==> config.mk <==
export PLATFORM = sky130hd
export DESIGN_NAME = sevenseg_scan_decoder
export DESIGN_NICKNAME = d
export VERILOG_FILES = /design/src/rtl/sevenseg_scan_decoder.sv
export SDC_FILE = /design/constraint.sdc
export NUM_CORES = 1
export LEC_CHECK = 0
export ABC_CLOCK_PERIOD_IN_PS = 6500
export CORE_UTILIZATION = 55
export DETAILED_ROUTE_END_ITERATION = 10
export PLACE_DENSITY_LB_ADDON = 0.12
export REMOVE_ABC_BUFFERS = 1
export SKIP_CTS_REPAIR_TIMING = 1
export SLEW_MARGIN = 25
export SYNTH_ARGS = -nofsm -noshare
export SYNTH_HDL_FRONTEND = slang
export SYNTH_SLANG_ARGS = --single-unit
==> constraint.sdc <==
create_clock -name CLK -period 6.5 [get_ports CLK]
set_input_delay 1.95 -clock CLK [delete_from_list [all_inputs] [get_ports CLK]]
set_output_delay 1.95 -clock CLK [all_outputs]
set_load 0.01 [all_outputs]
==> src/rtl/sevenseg_scan_decoder.sv <==
`default_nettype none
// ============================================================================
// Module   : sevenseg_scan_decoder
// Brief    : Recovers BCD digits, decimal points and glyph errors from the
//            scanned, multiplexed 4-digit 7-segment display bus.
// Revision : 1.0 - initial release
// ============================================================================
module sevenseg_scan_decoder #(
    parameter int SETTLE_CYCLES  = 16,
    parameter int TIMEOUT_CYCLES = 2**20,
    parameter int CNT_W          = 21
) (
    input  logic        CLK,
    input  logic        RST,
    input  logic [7:0]  seg_n_in,
    input  logic [3:0]  dig_in,
    output logic [15:0] digits,
    output logic [3:0]  dp,
    output logic [3:0]  err,
    output logic        frame_valid,
    output logic        stale
);

    localparam logic [CNT_W-1:0] c_settle_max   = CNT_W'(SETTLE_CYCLES);
    localparam logic [CNT_W-1:0] c_settle_last  = CNT_W'(SETTLE_CYCLES - 1);
    localparam logic [CNT_W-1:0] c_timeout_max  = CNT_W'(TIMEOUT_CYCLES);
    localparam logic [CNT_W-1:0] c_timeout_last = CNT_W'(TIMEOUT_CYCLES - 1);
    localparam logic [CNT_W-1:0] c_cnt_one      = CNT_W'(1);

    typedef enum logic [1:0] {
        S_IDLE   = 2'd0,
        S_SETTLE = 2'd1,
        S_HOLD   = 2'd2
    } state_t;

    logic [7:0]       r_seg_meta, r_seg_s;
    logic [3:0]       r_dig_meta, r_dig_s;

    state_t           r_state, w_state_nxt;
    logic [3:0]       r_ref_dig, w_ref_dig_nxt;
    logic [7:0]       r_ref_seg, w_ref_seg_nxt;
    logic [CNT_W-1:0] r_settle_cnt, w_settle_nxt;
    logic             w_capture;
    logic             w_onehot;
    logic             w_changed;

    logic [3:0]       r_hold_val [0:3];
    logic [3:0]       r_hold_dp, r_hold_err;
    logic [3:0]       r_mask, w_mask_nxt;
    logic [15:0]      r_digits;
    logic [3:0]       r_dp, r_err;
    logic             r_fv, r_stale;
    logic [CNT_W-1:0] r_to_cnt;
    logic             w_frame_done;
    logic             w_to_hit;
    logic [4:0]       w_dec;

    // Returns {err, value}; blank lines decode to 0xF, anything unknown to 0xE.
    function automatic logic [4:0] f_decode(input logic [6:0] pat);
        case (pat)
            7'h3F:   f_decode = 5'h00;
            7'h06:   f_decode = 5'h01;
            7'h5B:   f_decode = 5'h02;
            7'h4F:   f_decode = 5'h03;
            7'h66:   f_decode = 5'h04;
            7'h6D:   f_decode = 5'h05;
            7'h7D:   f_decode = 5'h06;
            7'h07:   f_decode = 5'h07;
            7'h7F:   f_decode = 5'h08;
            7'h6F:   f_decode = 5'h09;
            7'h00:   f_decode = 5'h0F;
            default: f_decode = 5'h1E;
        endcase
    endfunction

    always_ff @(posedge CLK) begin
        if (RST) begin
            r_seg_meta <= 8'd0;
            r_seg_s    <= 8'd0;
            r_dig_meta <= 4'd0;
            r_dig_s    <= 4'd0;
        end else begin
            r_seg_meta <= seg_n_in;
            r_seg_s    <= r_seg_meta;
            r_dig_meta <= dig_in;
            r_dig_s    <= r_dig_meta;
        end
    end

    assign w_onehot  = (r_dig_s != 4'd0) && ((r_dig_s & (r_dig_s - 4'd1)) == 4'd0);
    assign w_changed = (r_dig_s != r_ref_dig) || (r_seg_s != r_ref_seg);

    always_ff @(posedge CLK) begin
        if (RST) begin
            r_state      <= S_IDLE;
            r_ref_dig    <= 4'd0;
            r_ref_seg    <= 8'd0;
            r_settle_cnt <= '0;
        end else begin
            r_state      <= w_state_nxt;
            r_ref_dig    <= w_ref_dig_nxt;
            r_ref_seg    <= w_ref_seg_nxt;
            r_settle_cnt <= w_settle_nxt;
        end
    end

    always_comb begin
        w_state_nxt   = r_state;
        w_ref_dig_nxt = r_ref_dig;
        w_ref_seg_nxt = r_ref_seg;
        w_settle_nxt  = r_settle_cnt;
        w_capture     = 1'b0;
        case (r_state)
            S_IDLE: begin
                if (w_onehot) begin
                    w_state_nxt   = S_SETTLE;
                    w_ref_dig_nxt = r_dig_s;
                    w_ref_seg_nxt = r_seg_s;
                    w_settle_nxt  = c_cnt_one;
                end
            end
            S_SETTLE: begin
                if (w_changed) begin
                    if (w_onehot) begin
                        w_ref_dig_nxt = r_dig_s;
                        w_ref_seg_nxt = r_seg_s;
                        w_settle_nxt  = c_cnt_one;
                    end else begin
                        w_state_nxt   = S_IDLE;
                    end
                end else if (r_settle_cnt == c_settle_last) begin
                    w_settle_nxt = c_settle_max;
                    w_capture    = 1'b1;
                    w_state_nxt  = S_HOLD;
                end else begin
                    w_settle_nxt = r_settle_cnt + c_cnt_one;
                end
            end
            S_HOLD: begin
                // Segment changes within the same enable period are ignored.
                if (r_dig_s != r_ref_dig) begin
                    if (w_onehot) begin
                        w_state_nxt   = S_SETTLE;
                        w_ref_dig_nxt = r_dig_s;
                        w_ref_seg_nxt = r_seg_s;
                        w_settle_nxt  = c_cnt_one;
                    end else begin
                        w_state_nxt   = S_IDLE;
                    end
                end
            end
            default: w_state_nxt = S_IDLE;
        endcase
    end

    assign w_dec        = f_decode(~r_ref_seg[6:0]);
    assign w_frame_done = (r_mask == 4'hF);
    assign w_to_hit     = !w_capture && (r_to_cnt == c_timeout_last);

    always_comb begin
        w_mask_nxt = w_frame_done ? 4'd0 : r_mask;
        if (w_capture) begin
            w_mask_nxt = w_mask_nxt | r_ref_dig;
        end
        if (w_to_hit) begin
            w_mask_nxt = 4'd0;
        end
    end

    always_ff @(posedge CLK) begin
        if (RST) begin
            for (int i = 0; i < 4; i++) begin
                r_hold_val[i] <= 4'd0;
            end
            r_hold_dp  <= 4'd0;
            r_hold_err <= 4'd0;
            r_mask     <= 4'd0;
            r_digits   <= 16'd0;
            r_dp       <= 4'd0;
            r_err      <= 4'd0;
            r_fv       <= 1'b0;
            r_stale    <= 1'b1;
            r_to_cnt   <= '0;
        end else begin
            r_fv   <= w_frame_done;
            r_mask <= w_mask_nxt;
            if (w_frame_done) begin
                r_digits <= {r_hold_val[0], r_hold_val[1], r_hold_val[2], r_hold_val[3]};
                r_dp     <= r_hold_dp;
                r_err    <= r_hold_err;
            end
            if (w_to_hit) begin
                r_stale <= 1'b1;
            end else if (w_frame_done) begin
                r_stale <= 1'b0;
            end
            if (w_capture) begin
                r_to_cnt <= '0;
            end else if (r_to_cnt != c_timeout_max) begin
                r_to_cnt <= r_to_cnt + c_cnt_one;
            end
            for (int i = 0; i < 4; i++) begin
                if (w_capture && r_ref_dig[i]) begin
                    r_hold_val[i] <= w_dec[3:0];
                    r_hold_dp[i]  <= ~r_ref_seg[7];
                    r_hold_err[i] <= w_dec[4];
                end
            end
        end
    end

    assign digits      = r_digits;
    assign dp          = r_dp;
    assign err         = r_err;
    assign frame_valid = r_fv;
    assign stale       = r_stale;

endmodule
`default_nettype wire

# Word level (Yosys, flattened, before mapping)
# Memories as Yosys holds them, arrays and structs flattened. A register that Yosys moved wholly into a read port is not among the register bits.
# Index checks and enable logic that the tools add are counted.
# Widths: inputs -> output; s select.
[totals]
register_bits = 102
latch_bits = 0
mem_bits_rw = 16
mem_bits_ro = 0
mem_count = 1
[op_classes]
n_addsub = 3
multipliers = 0
n_div = 0
magnitude_cmp = 0
eq_ne = 23
shifts = 0
mux = 44
bitwise = 8
reduce_logical = 18
[memory_table]
columns = ["memory", "words", "width", "read_ports", "rd_ports_with_merged_regs", "write_ports", "line_no", "rtl"]
rows = [
  ["r_hold_val", 4, 4, 4, 4, 4, "47", "logic [3:0] r_hold_val [0:3];"],
]
[op_table]
columns = ["cell", "count"]
rows = [
  ["$mux 21", 4],
  ["$pmux 21 s3", 1],
  ["$pmux 5 s11", 1],
  ["$eq 7x7->1 const B", 7],
  ["$add 21x1->21 const B", 2],
  ["$mux 4", 9],
  ["$mux 8", 3],
  ["$pmux 8 s3", 1],
  ["$eq 21x20->1 const B", 1],
  ["$eq 21x4->1 const B", 1],
  ["$ne 21x21->1 const B", 1],
  ["$mux 1", 18],
  ["$eq 7x3->1 const B", 2],
  ["$pmux 4 s3", 1],
  ["$mux 2", 5],
  ["$ne 8x8->1", 1],
  ["$eq 7x6->1 const B", 1],
  ["$logic_not 7->1", 1],
  ["$not 7->7", 1],
  ["$logic_and 1x1->1", 6],
  ["$ne 2x2->1 const B", 3],
  ["$ne 3x3->1 const B", 2],
  ["$pmux 2 s3", 1],
  ["$and 4x4->4", 1],
  ["other kinds (18)", 22],
]

# Logic depth before layout (Yosys ltp)
[logic_depth]
ltp_word = 9
mapped_depth = 8
depth_no_buf = 7

# Least setup slack after synthesis
# No wires, ideal clock.
[synth_timing]
path_type = "in2reg"
startpoint = "input RST"
endpoint = "memory r_hold_val[0][3] (data pin)"
setup_ns = 0.140
t_arrival_ns = 3.073
required_time_ns = 6.360
slack_ns = 3.288
stages = 3
path_buffers = 0
path_cell_list = "or4_1 -> or4b_4 -> nor2_1"
[synth_rtl]
columns = ["item", "line_no", "rtl"]
rows = [
  ["from (decl)", "14", "input logic RST,"],
  ["to (decl)", "47", ""],
]

==> summary.txt <==
Run status
  • Run status: finished, final reports clean

Synth
  • Avg Cell Area, Syn: 8.81 um2
  • Dominant register cell in the synthesized netlist: sky130_fd_sc_hd__dfxtp_1
  • Number of synthesized flops with an enable pin: 16
  • Syn Std Cell Area: 5860 um2
  • Syn. warnings: 0
  • Register area share after synthesis: 0.485
  • Share of Yosys cell area claimed by the top area cell type: 0.403
  • Post-synthesis cell type with the largest combined area: sky130_fd_sc_hd__dfxtp_1
  • Flop and latch count out of synthesis: 134
  • Unique cell type count in the Yosys netlist: 63
  • Async set or reset register ratio after synthesis: 0
  • Post-Syn Instances: about 670
  • Largest cells by area after synthesis: sky130_fd_sc_hd__dfxtp_1, sky130_fd_sc_hd__edfxtp_1, sky130_fd_sc_hd__nand2_1, sky130_fd_sc_hd__a21oi_1, sky130_fd_sc_hd__xnor2_1

STA
  • Number of pins exceeding their max-slew limit in the final report: 0
  • Worst clock skew: 8.71 ps
  • Shortest period the worst path allows: approximately 3800 ps
  • Final hold violation count: 0
  • Headroom to the max-slew limit: 0.328
  • Tightest Pin Transition: 1010 ps
  • Worst hold-check slack: around 430 ps
  • Fraction of the cycle the final worst path needs: 0.585
  • Setup total negative slack: 0 ps
  • Number of setup violations in the final report: 0
  • Smallest setup slack after layout: roughly 2700 ps
  • Achievable Freq: 0.263 GHz
  • RSZ-0062 raised after global routing: no

Finish
  • Synthesis-to-layout area growth: 16.6%
  • Ratio of cells with drive above 1 in the final layout: 0.0728
  • Finished layout cell area: 6830 um2
  • Final core occ: 0.661
  • Count of nets after finishing: 706
  • Antenna diode instance count: 0
  • Fill cell total of the finished layout: 825

Clock tree
  • Cell chosen for the clock root: sky130_fd_sc_hd__clkbuf_8
  • Inserted Clock Buffers: 17
  • CTS max path bufs: 2
  • Insertion delay to the later sink of the worst-skew pair: 530 ps
  • Clock tree from TritonCTS: yes
  • Reg clk slew, reported paths: 60 ps
  • Clock sink total: roughly 130
  • H-Tree Level Count: 4

Die
  • Die width: 105 um
  • Vertical extent of the die: 105 um
  • Site Rows: 37
  • Number of primary I/O pins: 40
  • Core region area: 10300 um2
  • Die Footprint: between 10000 and 15000 um2
  • Starting utilization of the core area: 0.567

GRT
  • Met1 GRT Util: 0.283
  • Initial antenna violation count: 1
  • Total GRT Usage: 0.228
  • Largest net degree at the start of global routing: 50
  • First-pass GRT wire length: just over 20 mm
  • Via count of the first global-routing pass: 4342
  • M3 GR Usage: 0.0524
  • GRT overflow: 0
  • Global-route met2 utilization: 0.382
  • Global route hottest layer: met2

Placement
  • Instance area at placement: 6270 um2
  • Final weighted congestion in routability-driven placement: around 0.84
  • IO buf count: 39
  • HPWL Detailed: 7.99 mm
  • Worst setup slack after placement: 2170 ps

Drt
  • Wire length per cell after detailed routing: 14.1 um
  • Vias: 4762
  • Remaining antenna violation count after routing: 0
  • Routed vias/inst: roughly 5.7
  • Iteration-0 DRC count of the detailed router: 230
  • Detailed Routing Iterations Pass 1: 5
  • Number of remaining DRC errors: 0
  • Routed WL: 11.8 mm

Pwr
  • Power per cell area: ~270 nW/um2
  • Worst ir drop on vdd: 0.000165 V
  • Cell leakage power: roughly 2.3 nW

Hold path
  • Hold path startpoint: r_seg_meta[1]$_SDFF_PP0_
  • Class of the worst hold path: flop to flop
  • WHS Path Cells: 1
  • Hold-critical path endpoint: r_seg_s[1]$_SDFF_PP0_

Worst setup path
  • Capturing point of the worst reg2reg path: r_hold_val[2][0]$_SDFFCE_PN0P_
  • Critical R2R Launch: r_ref_seg[5]$_SDFFE_PP0P_
  • Data arrival time of the critical path: 4180 ps
  • Flop2flop setup slack: around 3400 ps
  • Required time of the critical path: between 6000 and 7000 ps
  • Cell count of the worst reg-to-reg path: 5
  • CP Class: input port to flop
  • Startpoint types: input port
  • Sort of element at the end of the critical path: flop
  • Peak fanout along the critical path: 49

Job
  • Max-cap viol count: 0
[power by group]
part / switching, mW / internal (mW) / leakage [nW] / total, mW
combinational: 0.0580 / 0.0338 / 0.914 / 0.0918
clock: 0.338 / 0.560 / 0.274 / 0.897
sequential: 0.0147 / 0.854 / 1.12 / 0.868
total: 0.410 / 1.45 / 2.31 / 1.86
[metrics by stage]
step,instances,power [mW]
after detailed placement,806,0.977
after global routing,837,1.92
after CTS,837,1.87
after global placement,805,0.972
final,837,1.86
after floorplan,628,0.940
[cell usage in the layout, fill, tap and decap left out, drive strengths merged, types with 2 or more instances in the layout]
cell / n
or4b: 3
xor2: 15
o31a: 2
o22ai: 9
nor4b: 3
mux2i: 5
nor2b: 26
or4: 2
clkinvlp: 2
nand4: 18
o21ai: 28
or3b: 2
buf: 4
nand3: 40
and3: 3
o211ai: 10
and4b: 2
and2: 2
inv: 34
clkbuf: 21
nand2: 79
or3: 8
a21oi: 47
and4: 9
nand4b: 2
nor3: 17
clkinv: 5
a311oi: 4
clkdlybuf4s50: 38
edfxtp: 16
nor4: 22
bufinv: 2
xnor2: 25
dfxtp: 118
nor2: 49
ha: 3
a31oi: 7
a211o: 2
a211oi: 4
[final cells by class]
cell class / count / area, um2 / share of cell area
Tap cell: 136 / 170 / 0.0249
Inverter: 33 / 124 / 0.0181
Clock inverter: 10 / 106 / 0.0156
Clock buffer: 21 / 449 / 0.0658
Multi-Input combinational cell: 461 / 2720 / 0.399
Sequential cell: 134 / 2840 / 0.416
Timing Repair Buffer: 42 / 412 / 0.0603
[metal layers]
layer / vias up / routed length, um
met5: - / 10
met2: 136 / 5700
met4: 2 / 210
met1: 2207 / 5260
li1: 2397 / -
met3: 20 / 608
[cell usage after synthesis, types with 7 or more instances]
cell type                    n
sky130_fd_sc_hd__xnor2_1    25
sky130_fd_sc_hd__nand3_1    39
sky130_fd_sc_hd__and4_1      8
sky130_fd_sc_hd__xor2_1     15
sky130_fd_sc_hd__or3_1       7
sky130_fd_sc_hd__o211ai_1   10
sky130_fd_sc_hd__nand2_1    78
sky130_fd_sc_hd__nand4_1    18
sky130_fd_sc_hd__nor3_1     16
sky130_fd_sc_hd__a21oi_1    46
sky130_fd_sc_hd__clkbuf_1   27
sky130_fd_sc_hd__a31oi_1     7
sky130_fd_sc_hd__dfxtp_1   118
sky130_fd_sc_hd__nor2b_1    26
sky130_fd_sc_hd__nor2_1     49
sky130_fd_sc_hd__o21ai_0    27
sky130_fd_sc_hd__edfxtp_1   16
sky130_fd_sc_hd__nor4_1     19
sky130_fd_sc_hd__o22ai_1     9
sky130_fd_sc_hd__inv_1      33
[sequential cells by signal, summed over array words and instances, names as in the netlist, 8 cells and up]
| name | count |
|---|---|
| r_seg_meta | 8 |
| r_settle_cnt | 21 |
| r_seg_s | 8 |
| r_ref_seg | 8 |
| r_hold_val | 16 |
| digits | 16 |
| r_to_cnt | 21 |
[logic make-up (layout without fill, tap and decap cells)]
kind of cell / count (synthesis) / count (layout) / share of synthesized area
XOR/XNOR: 40 / 40 / 0.0598
multiplexers: 5 / 5 / 0.00855
buffers and inverters: 70 / 106 / 0.0498
AND/OR/NAND/NOR: 292 / 292 / 0.265
AO/OA/AOI/OAI: 121 / 121 / 0.125
flip-flops: 134 / 134 / 0.485
adder cells (fa/ha/maj): 3 / 3 / 0.00641
[how the worst max path moves through the flow]
stage               from                        endpoint
floorplan            RST  r_hold_val[0][3]$_SDFFCE_PN0P_
global placement     RST    r_settle_cnt[4]$_SDFFE_PP0P_
detailed placement   RST    r_settle_cnt[4]$_SDFFE_PP0P_
CTS                  RST    r_settle_cnt[4]$_SDFFE_PP0P_
global route         RST    r_settle_cnt[5]$_SDFFE_PP0P_
finish               RST    r_settle_cnt[4]$_SDFFE_PP0P_
[worst max-delay path, stage by stage]
cell,delay (ps)
sky130_fd_sc_hd__buf_2,500
sky130_fd_sc_hd__buf_4,530
sky130_fd_sc_hd__inv_1,380
sky130_fd_sc_hd__nand3_1,610
sky130_fd_sc_hd__o32ai_1,190
No activity file was read; power rests on OpenSTA's default activity.
